===== src/rtl/ram_arbiter.sv =====
// Arbitrates the shared data RAM between the nibble CPU and a host burst port.
// The CPU owns the RAM by default; host bursts are granted when the CPU is idle or has starved the host too long.
module ram_arbiter #(
  parameter int ADDR_W     = 12,
  parameter int DATA_W     = 4,
  parameter int MAX_BURST  = 8,
  parameter int STARVE_LIM = 6
) (
  input  logic              clk,
  input  logic              reset,
  input  logic              cpu_cs,
  input  logic              cpu_we,
  input  logic [ADDR_W-1:0] cpu_addr,
  input  logic [DATA_W-1:0] cpu_wdata,
  output logic [DATA_W-1:0] cpu_rdata,
  output logic              cpu_stall,
  input  logic              host_req,
  input  logic              host_we,
  input  logic [ADDR_W-1:0] host_addr,
  input  logic [3:0]        host_len,
  input  logic [DATA_W-1:0] host_wdata,
  output logic              host_gnt,
  output logic              host_beat,
  output logic              host_rvalid,
  output logic [DATA_W-1:0] host_rdata,
  output logic              host_done,
  output logic              ram_cs,
  output logic              ram_we,
  output logic [ADDR_W-1:0] ram_addr,
  output logic [DATA_W-1:0] ram_wdata,
  input  logic [DATA_W-1:0] ram_rdata
);

  localparam int SC_W = (STARVE_LIM < 1) ? 1 : $clog2(STARVE_LIM + 1);

  typedef enum logic [1:0] {IDLE, BURST, CPU_SLOT} state_t;

  state_t            state;
  logic [ADDR_W-1:0] addr_q;
  logic              we_q;
  logic [4:0]        beats;
  logic [SC_W-1:0]   starve_cnt;

  logic              starved;
  logic              grant;
  logic [4:0]        req_len;
  logic [4:0]        len_p1;

  always_comb begin
    starved = (starve_cnt == SC_W'(STARVE_LIM));
    grant   = reset && (state == IDLE) && host_req && (!cpu_cs || starved);
    len_p1  = {1'b0, host_len} + 5'd1;
    req_len = (len_p1 > 5'(MAX_BURST)) ? 5'(MAX_BURST) : len_p1;
  end

  always_comb begin
    ram_cs    = 1'b0;
    ram_we    = 1'b0;
    ram_addr  = cpu_addr;
    ram_wdata = cpu_wdata;
    cpu_rdata = '0;
    cpu_stall = 1'b0;
    if (state == BURST) begin
      ram_cs    = 1'b1;
      ram_we    = we_q;
      ram_addr  = addr_q;
      ram_wdata = host_wdata;
      cpu_stall = cpu_cs;
    end else if (grant && cpu_cs) begin
      // forced grant: the CPU loses this cycle and the RAM is left unselected
      cpu_stall = 1'b1;
    end else begin
      ram_cs    = cpu_cs;
      ram_we    = cpu_we;
      cpu_rdata = ram_rdata;
    end
    if (!reset) begin
      ram_cs = 1'b0;
      ram_we = 1'b0;
    end
  end

  assign host_gnt  = grant;
  assign host_beat = (state == BURST);
  assign host_done = (state == CPU_SLOT);

  always_ff @(posedge clk or negedge reset) begin
    if (!reset) begin
      state       <= IDLE;
      addr_q      <= '0;
      we_q        <= 1'b0;
      beats       <= '0;
      starve_cnt  <= '0;
      host_rvalid <= 1'b0;
      host_rdata  <= '0;
    end else begin
      host_rvalid <= (state == BURST) && !we_q;
      if ((state == BURST) && !we_q)
        host_rdata <= ram_rdata;
      case (state)
        IDLE: begin
          if (grant) begin
            addr_q     <= host_addr;
            we_q       <= host_we;
            beats      <= req_len;
            starve_cnt <= '0;
            state      <= BURST;
          end else if (host_req && cpu_cs) begin
            starve_cnt <= starve_cnt + SC_W'(1);
          end else begin
            starve_cnt <= '0;
          end
        end
        BURST: begin
          addr_q <= addr_q + ADDR_W'(1);
          beats  <= beats - 5'd1;
          if (beats == 5'd1)
            state <= CPU_SLOT;
        end
        CPU_SLOT: state <= IDLE;
        default:  state <= IDLE;
      endcase
    end
  end

endmodule

===== config.mk =====
export PLATFORM = sky130hd
export DESIGN_NAME = ram_arbiter
export DESIGN_NICKNAME = d
export VERILOG_FILES = /design/src/rtl/ram_arbiter.sv
export SDC_FILE = /design/constraint.sdc
export NUM_CORES = 1
export LEC_CHECK = 0
export ABC_CLOCK_PERIOD_IN_PS = 1700
export CORE_MARGIN = 2
export CORE_UTILIZATION = 35
export CTS_CLUSTER_SIZE = 10
export DETAILED_ROUTE_END_ITERATION = 8
export GPL_ROUTABILITY_DRIVEN = 0
export HOLD_SLACK_MARGIN = 0.05
export PLACE_DENSITY = 0.69
export RECOVER_POWER = 50
export SLEW_MARGIN = 20
export SYNTH_ARGS = -nofsm -noshare
export SYNTH_HDL_FRONTEND = slang
export SYNTH_SLANG_ARGS = --single-unit

===== constraint.sdc =====
create_clock -name clk -period 1.7 [get_ports clk]
set_input_delay 0.17 -clock clk [delete_from_list [all_inputs] [get_ports clk]]
set_output_delay 0.17 -clock clk [all_outputs]
set_load 0.01 [all_outputs]

==> metrics.cfg, run 1 <==
[outcome]
outcome=complete, but fails checks
violations=negative setup slack

[routing]
drc=0
dr_total_vias=1883
ant_nets=0
dr.pass1.iters=4
via_per_inst=4.97
drt_iter0_drc=126
wl_um=5170
wl_per_cell_um=13.7

[power_and_ir_drop]
ir_drop_mv=0.627
p_sw_frac=0.421
total_power_mw=4.43
pwr-share-comb=0.633
p_sw_mw=1.87
clkPwrFrac=0.080
internal_power_mw=2.57
p_per_area_nw_per_um2=1520
p_seq_frac=0.288
leakage_nw=1.32

[clock_tree]
clock_latency_ns=0.27
clock-sinks=28
cts_root_buf=clkbuf_8
cts-htree-levels=1
cts_max_path_buffers=2
cts_hold_buffers=0
path_clk_slew_ns=0.09
cts_buffers=3
cts_tree=yes

[layout]
drive_above_1_share=0.231
antenna_cells=0
stdcell_count=379
fin_util=0.610
layout.nets=366
fin_area_um2=2920
synthToLayoutAreaGrowth_pct=65.3

[timing]
clock_skew_ns=0.00387
grt_setup_unrepaired=yes
final.setup.tns_ns=-1.02
setup_viol=9
tightest_slew_ns=0.599
finalCritPeriodShare=1.09
relSlewSlack=0.601
drv_slew=0
fin_ws_ns=-0.147
max_freq_mhz=542
final-hold-violation-count=0
fin_crit_ns=1.85

[worst_setup_path]
critPathMaxFanout=2
path_cells=ha_4 -> a21bo_4 -> buf_4 -> buf_6 -> a41oi_2 -> nor2_1 -> buf_2
cpMaxStageDelayCell=dfrtp_1
cp.buffers_inverters=3
slowest_delay_ns=0.41
worst_setup_path_start_kind=flip-flop
cp.required_ns=1.53
worstPathArrival_ns=1.68
endpoint_kind=primary output
path_delay_family=flip-flops
path_class=reg2out

[yosys]
ys_ff_latch=28
synthTopCellsByCount=68 x nand2_1, 28 x dfrtp_1, 10 x nor2_1, 9 x o21ai_0, 8 x nand3_1
syn_inst=208
synth_most_common_cell=nand2_1
synth_top_area_cell=dfrtp_1
synth_area_um2=1770
ys_warn_count=0
yosys-top-cells-area=dfrtp_1 40%, nand2_1 14%, ha_1 4.3%
yosysSeqAreaShare=0.397
synth_edf_count=0
synthesis.nets=260
ys_types=45
async_reset_ff_frac=1.00
syn_avg_cell_area_um2=8.49
synth_top_area_share=0.397
ys.flop_type=dfrtp_1

[floorplanning]
dieArea_um2=5630
die_y_um=75.0
start_util=0.369
die_w_um=75.0
num_rows=25
num_io_pins=77
core_area_um2=4790

[place]
placed_cell_area_um2=2790
io_buffers=76
place_inst=370
dp_hpwl_um=3720

[global_routing]
grt_max_degree=24
grt_pass1_vias=1968
grt_antenna_before_repair=0
grt_overflow=0
grt_use_total=0.207
grt_first_pass_wirelength_um=8890

[flow_run]
max_cap_viol_count=0

[min_path]
hp-class=in2async

[layout make-up]
cell class / count / area [um^2]
clock buffer: 3 / 41.3
fill: 465 / 1870
multi-input combinational: 166 / 1070
inverter: 7 / 28.8
timing repair buffer: 108 / 996
sequential: 28 / 702
tap: 67 / 83.8
[sequential cells by signal, indices dropped and copies added, names as in the netlist]
name / flops
addr_q: 12
host_rvalid: 1
host_rdata: 4
state: 2
we_q: 1
beats: 5
starve_cnt: 3
[cell usage in the layout (no fill, tap or decap), types with 2 or more instances in the layout]
cell type,n
buf_2,5
or2_1,2
o221a_2,3
dfrtp_1,27
nor2_1,9
nand4_4,2
o21ai_1,2
buf_6,10
o21ai_0,7
nand3_1,8
o311ai_0,2
a221o_1,2
mux2i_1,2
nor2_4,2
mux2_2,4
and2_4,4
clkdlybuf4s50_1,50
dlygate4sd2_1,15
clkbuf_8,3
o31ai_1,2
buf_4,23
xnor2_1,2
o32ai_1,2
a21oi_1,2
ha_1,5
nand2_1,67
a31oi_1,3
inv_2,2
o211ai_1,3
nor3_1,6
inv_1,4
xor2_1,2
[kinds of logic after synthesis]
group           synth area share
simple gates               0.303
compound gates             0.168
flops                      0.397
buf+inv                   0.0326
mux                       0.0369
fa+ha+maj                 0.0425
xor+xnor                  0.0198
[worst paths after layout]
kind	cells past startpoint	from	slack, ns	to
min reg2reg	2	we_q	0.51	we_q
max	7	starve_cnt[1]	-0.15	cpu_stall
max in group asynchronous	3	reset	0.31	state[0]
max reg2reg	8	starve_cnt[1]	-0.10	addr_q[2]
min in group clk	3	host_addr[1]	0.45	addr_q[1]
min	2	reset	0.42	addr_q[8]
[metal layers]
layer | up-vias | routed length (um) | global-route usage
met1 | 877 | 2350 | 0.272
li1 | 945 | - | -
met4 | 0 | 61 | 0.0734
met2 | 57 | 2520 | 0.348
met3 | 4 | 243 | 0.0295
met5 | - | 0 | 0
[power by group through the flow]
| stage | Sequential, mW | Combinational [mW] | Clock (mW) |
|---|---|---|---|
| 3_5_place_dp | 1.26 | 2.81 | 0 |
| 2_1_floorplan | 1.25 | 1.40 | 0 |
| 4_1_cts | 1.27 | 2.82 | 0.364 |
| 6_report | 1.28 | 2.81 | 0.353 |
| 5_1_grt | 1.33 | 3.12 | 0.383 |
| 3_3_place_gp | 1.26 | 2.76 | 0 |
[per-stage QoR]
step           hold slack, ns  setup slack (ns)
5_1_grt                 0.449            -0.225
6_report                0.420            -0.147
2_1_floorplan          -0.126             0.135
3_3_place_gp            0.484            -0.425
3_5_place_dp            0.492            -0.426
4_1_cts                 0.345            -0.186
[repair_timing]
item,4_1_cts,5_1_grt
setup buffers,6,3
cloned,1,0
resized for setup,71,21
setup endpoints to repair,27,21
pin swaps,9,7
(Power assumes the default switching activity.)
==> run 2, diff against run 1 <==
- ABC_CLOCK_PERIOD_IN_PS: 1700 -> default
- CELL_PAD_IN_SITES_DETAIL_PLACEMENT: default -> 1
- CELL_PAD_IN_SITES_GLOBAL_PLACEMENT: default -> 1
- CORE_UTILIZATION: 35 -> 30
- PLACE_DENSITY: 0.69 -> default
- PLACE_DENSITY_LB_ADDON: default -> 0.1
==> run 2 against run 1 <==
  * The run still ends with negative setup slack left
  * Register-to-register slack better by 0.13 ns
  * Largest cell class unchanged
  * Design area is 2.1% higher
  * Global-route usage is 1.7 points lower
  * Total power is 7.6% higher
  * Final cell count is 2.9% higher
  * Combinational power is 5% higher
  * Highest routed layer unchanged
  * Routed wire length is 18% higher
  * First-iteration DRC count is 9.5% lower
  * Maximum frequency is 2.0% higher
  * Count of clock-buffer cells in the layout stayed put
  * Sequential cell count stayed put
==> metrics.cfg, run 2 (synthesized netlist as in run 1, its figures left out) <==
[outcome]
outcome=complete, but fails checks
violations=negative setup slack

[place]
dp_hpwl_um=4350  ; +17%
place_inst=380  ; +2.7%
io_buffers=76  ; unchanged
placed_cell_area_um2=2830  ; +1.6%

[clock_tree]
clock-sinks=28  ; unchanged
cts_buffers=3  ; unchanged
cts_hold_buffers=0  ; unchanged
clock_latency_ns=0.28  ; about the same
cts_root_buf=clkbuf_8
cts-htree-levels=1  ; unchanged
path_clk_slew_ns=0.10  ; about the same
cts_max_path_buffers=2  ; unchanged
cts_tree=yes

[power_and_ir_drop]
pwr-share-comb=0.617  ; -0.016
p_sw_frac=0.423  ; +0.00181
clkPwrFrac=0.112  ; +0.032
p_sw_mw=2.02  ; +8.0%
p_per_area_nw_per_um2=1600  ; +5.3%
internal_power_mw=2.75  ; +7.2%
leakage_nw=1.35  ; +1.8%
ir_drop_mv=0.622  ; -0.87%
p_seq_frac=0.271  ; -0.017

[floorplanning]
die_w_um=80.7  ; +7.6%
die_y_um=80.7  ; +7.6%
start_util=0.315  ; -0.0541
core_area_um2=5610  ; +17%
num_rows=27  ; +8.0%
num_io_pins=77  ; unchanged
dieArea_um2=6510  ; +16%

[timing]
tightest_slew_ns=0.930  ; +0.330 ns
fin_crit_ns=1.81  ; -0.0366 ns
final.setup.tns_ns=-0.508  ; +0.512 ns
drv_slew=0  ; unchanged
finalCritPeriodShare=1.06  ; -0.0215
grt_setup_unrepaired=yes
relSlewSlack=0.380  ; -0.220
max_freq_mhz=552  ; +2.0%
fin_hold_ws_ns=0.283  ; -0.137 ns
setup_viol=7  ; -2
final-hold-violation-count=0  ; unchanged
clock_skew_ns=0.00943  ; +0.00557 ns
fin_ws_ns=-0.110  ; +0.0366 ns

[routing]
wl_um=6110  ; +18%
drc=0  ; unchanged
dr.pass1.iters=4  ; unchanged
wl_per_cell_um=15.7  ; +15%
dr_total_vias=1954  ; +3.8%
drt_iter0_drc=114  ; -9.5%
via_per_inst=5.01  ; +0.84%
ant_nets=0  ; unchanged

[worst_setup_path]
endpoint_kind=primary output
cp.required_ns=1.53  ; about the same
worstPathArrival_ns=1.64  ; -0.04 ns
cpMaxStageDelayCell=dfrtp_1
path_cells=ha_4 -> a21bo_4 -> nand4_4 -> inv_4 -> a21oi_4 -> and2_1 -> buf_2
cp.buffers_inverters=2  ; -1
critPathMaxFanout=4  ; +2
path_class=reg2out
path_delay_family=flip-flops
worst_setup_path_start_kind=flip-flop
slowest_delay_ns=0.42  ; about the same

[layout]
final_common_cell=nand2_1
stdcell_count=390  ; +2.9%
regArea_um2=701  ; -0.18%
fin_area_um2=2980  ; +2.1%
top_register=addr_q
synthToLayoutAreaGrowth_pct=68.9
layout.nets=371  ; +1.4%
layout_common_cells=68 x nand2_1, 45 x clkdlybuf4s50_1, 28 x dfrtp_1
nFillCells=672  ; +45%
antenna_cells=0  ; unchanged
multi_input_area_um2=1080  ; +1.1%
drive_above_1_share=0.264  ; +0.0334
largest_reg_flops=12  ; unchanged
fin_util=0.532  ; -0.0783
reg_top3=addr_q (12), beats (5), host_rdata (4)

[global_routing]
grt.busiest_layer=met2
grt_overflow=0  ; unchanged
grtUsageMet2=0.331  ; -0.0171
grt_util_met1=0.247  ; -0.0245
grt_pass1_vias=1963  ; -0.25%
grt_use_total=0.190  ; -0.0170
grt_first_pass_wirelength_um=9580  ; +7.8%
grt_antenna_before_repair=0  ; unchanged
gr-usage-met3=0.0382  ; +0.00875
grt_max_degree=30  ; +25%

[min_path]
hp-class=in2async

[flow_run]
max_cap_viol_count=0  ; unchanged

## run 2: power by group through the flow
stage | clock (mW) | combinational, mW | sequential (mW)
after floorplan | 0 | 1.40 | 1.25
after global placement | 0 | 2.80 | 1.28
after detailed placement | 0 | 2.86 | 1.29
after CTS | 0.549 | 2.80 | 1.29
after global routing | 0.579 | 3.25 | 1.34
final | 0.535 | 2.94 | 1.29
## run 2: routing by layer
layer  vias to the layer above  wire, um
li1                        956         -
met1                       939      2790
met2                        57      2950
met3                         2       356
met4                         0        25
met5                         -         0
## run 2: layout make-up
cell class,count,share of cell area
Clock inverter,1,0.0101
Multi-Input combinational cell,166,0.362
Timing Repair Buffer,113,0.339
Inverter,7,0.0105
Tap cell,72,0.0302
Sequential cell,28,0.235
Clock buffer,3,0.0138
## run 2: per-stage QoR
stage               setup slack, ns  total power, mW
floorplan                     0.135             2.65
global placement             -0.387             4.09
detailed placement           -0.406             4.15
CTS                          -0.204             4.64
global route                 -0.216             5.17
finish                       -0.110             4.77
## run 2: worst paths after layout
| check | from | endpoint | depth (start not counted) | slack, ns |
|---|---|---|---|---|
| min in group clk | host_we | we_q | 3 | 0.43 |
| worst max-delay path | starve_cnt[1] | cpu_rdata[1] | 7 | -0.11 |
| worst min-delay path | reset | we_q | 2 | 0.28 |
| max in group asynchronous | reset | beats[0] | 3 | 0.38 |
| worst min register to register | host_rdata[3] | host_rdata[3] | 1 | 0.51 |
| worst max register to register | starve_cnt[1] | addr_q[11] | 7 | 0.03 |
## run 2: timing repair
action                     in CTS  in global routing
cloned                          0                  1
pin swaps                       9                 12
setup buffers                   5                  1
hold endpoints to repair        0                  0
setup endpoints to repair      31                 34
gates resized for setup        63                 45
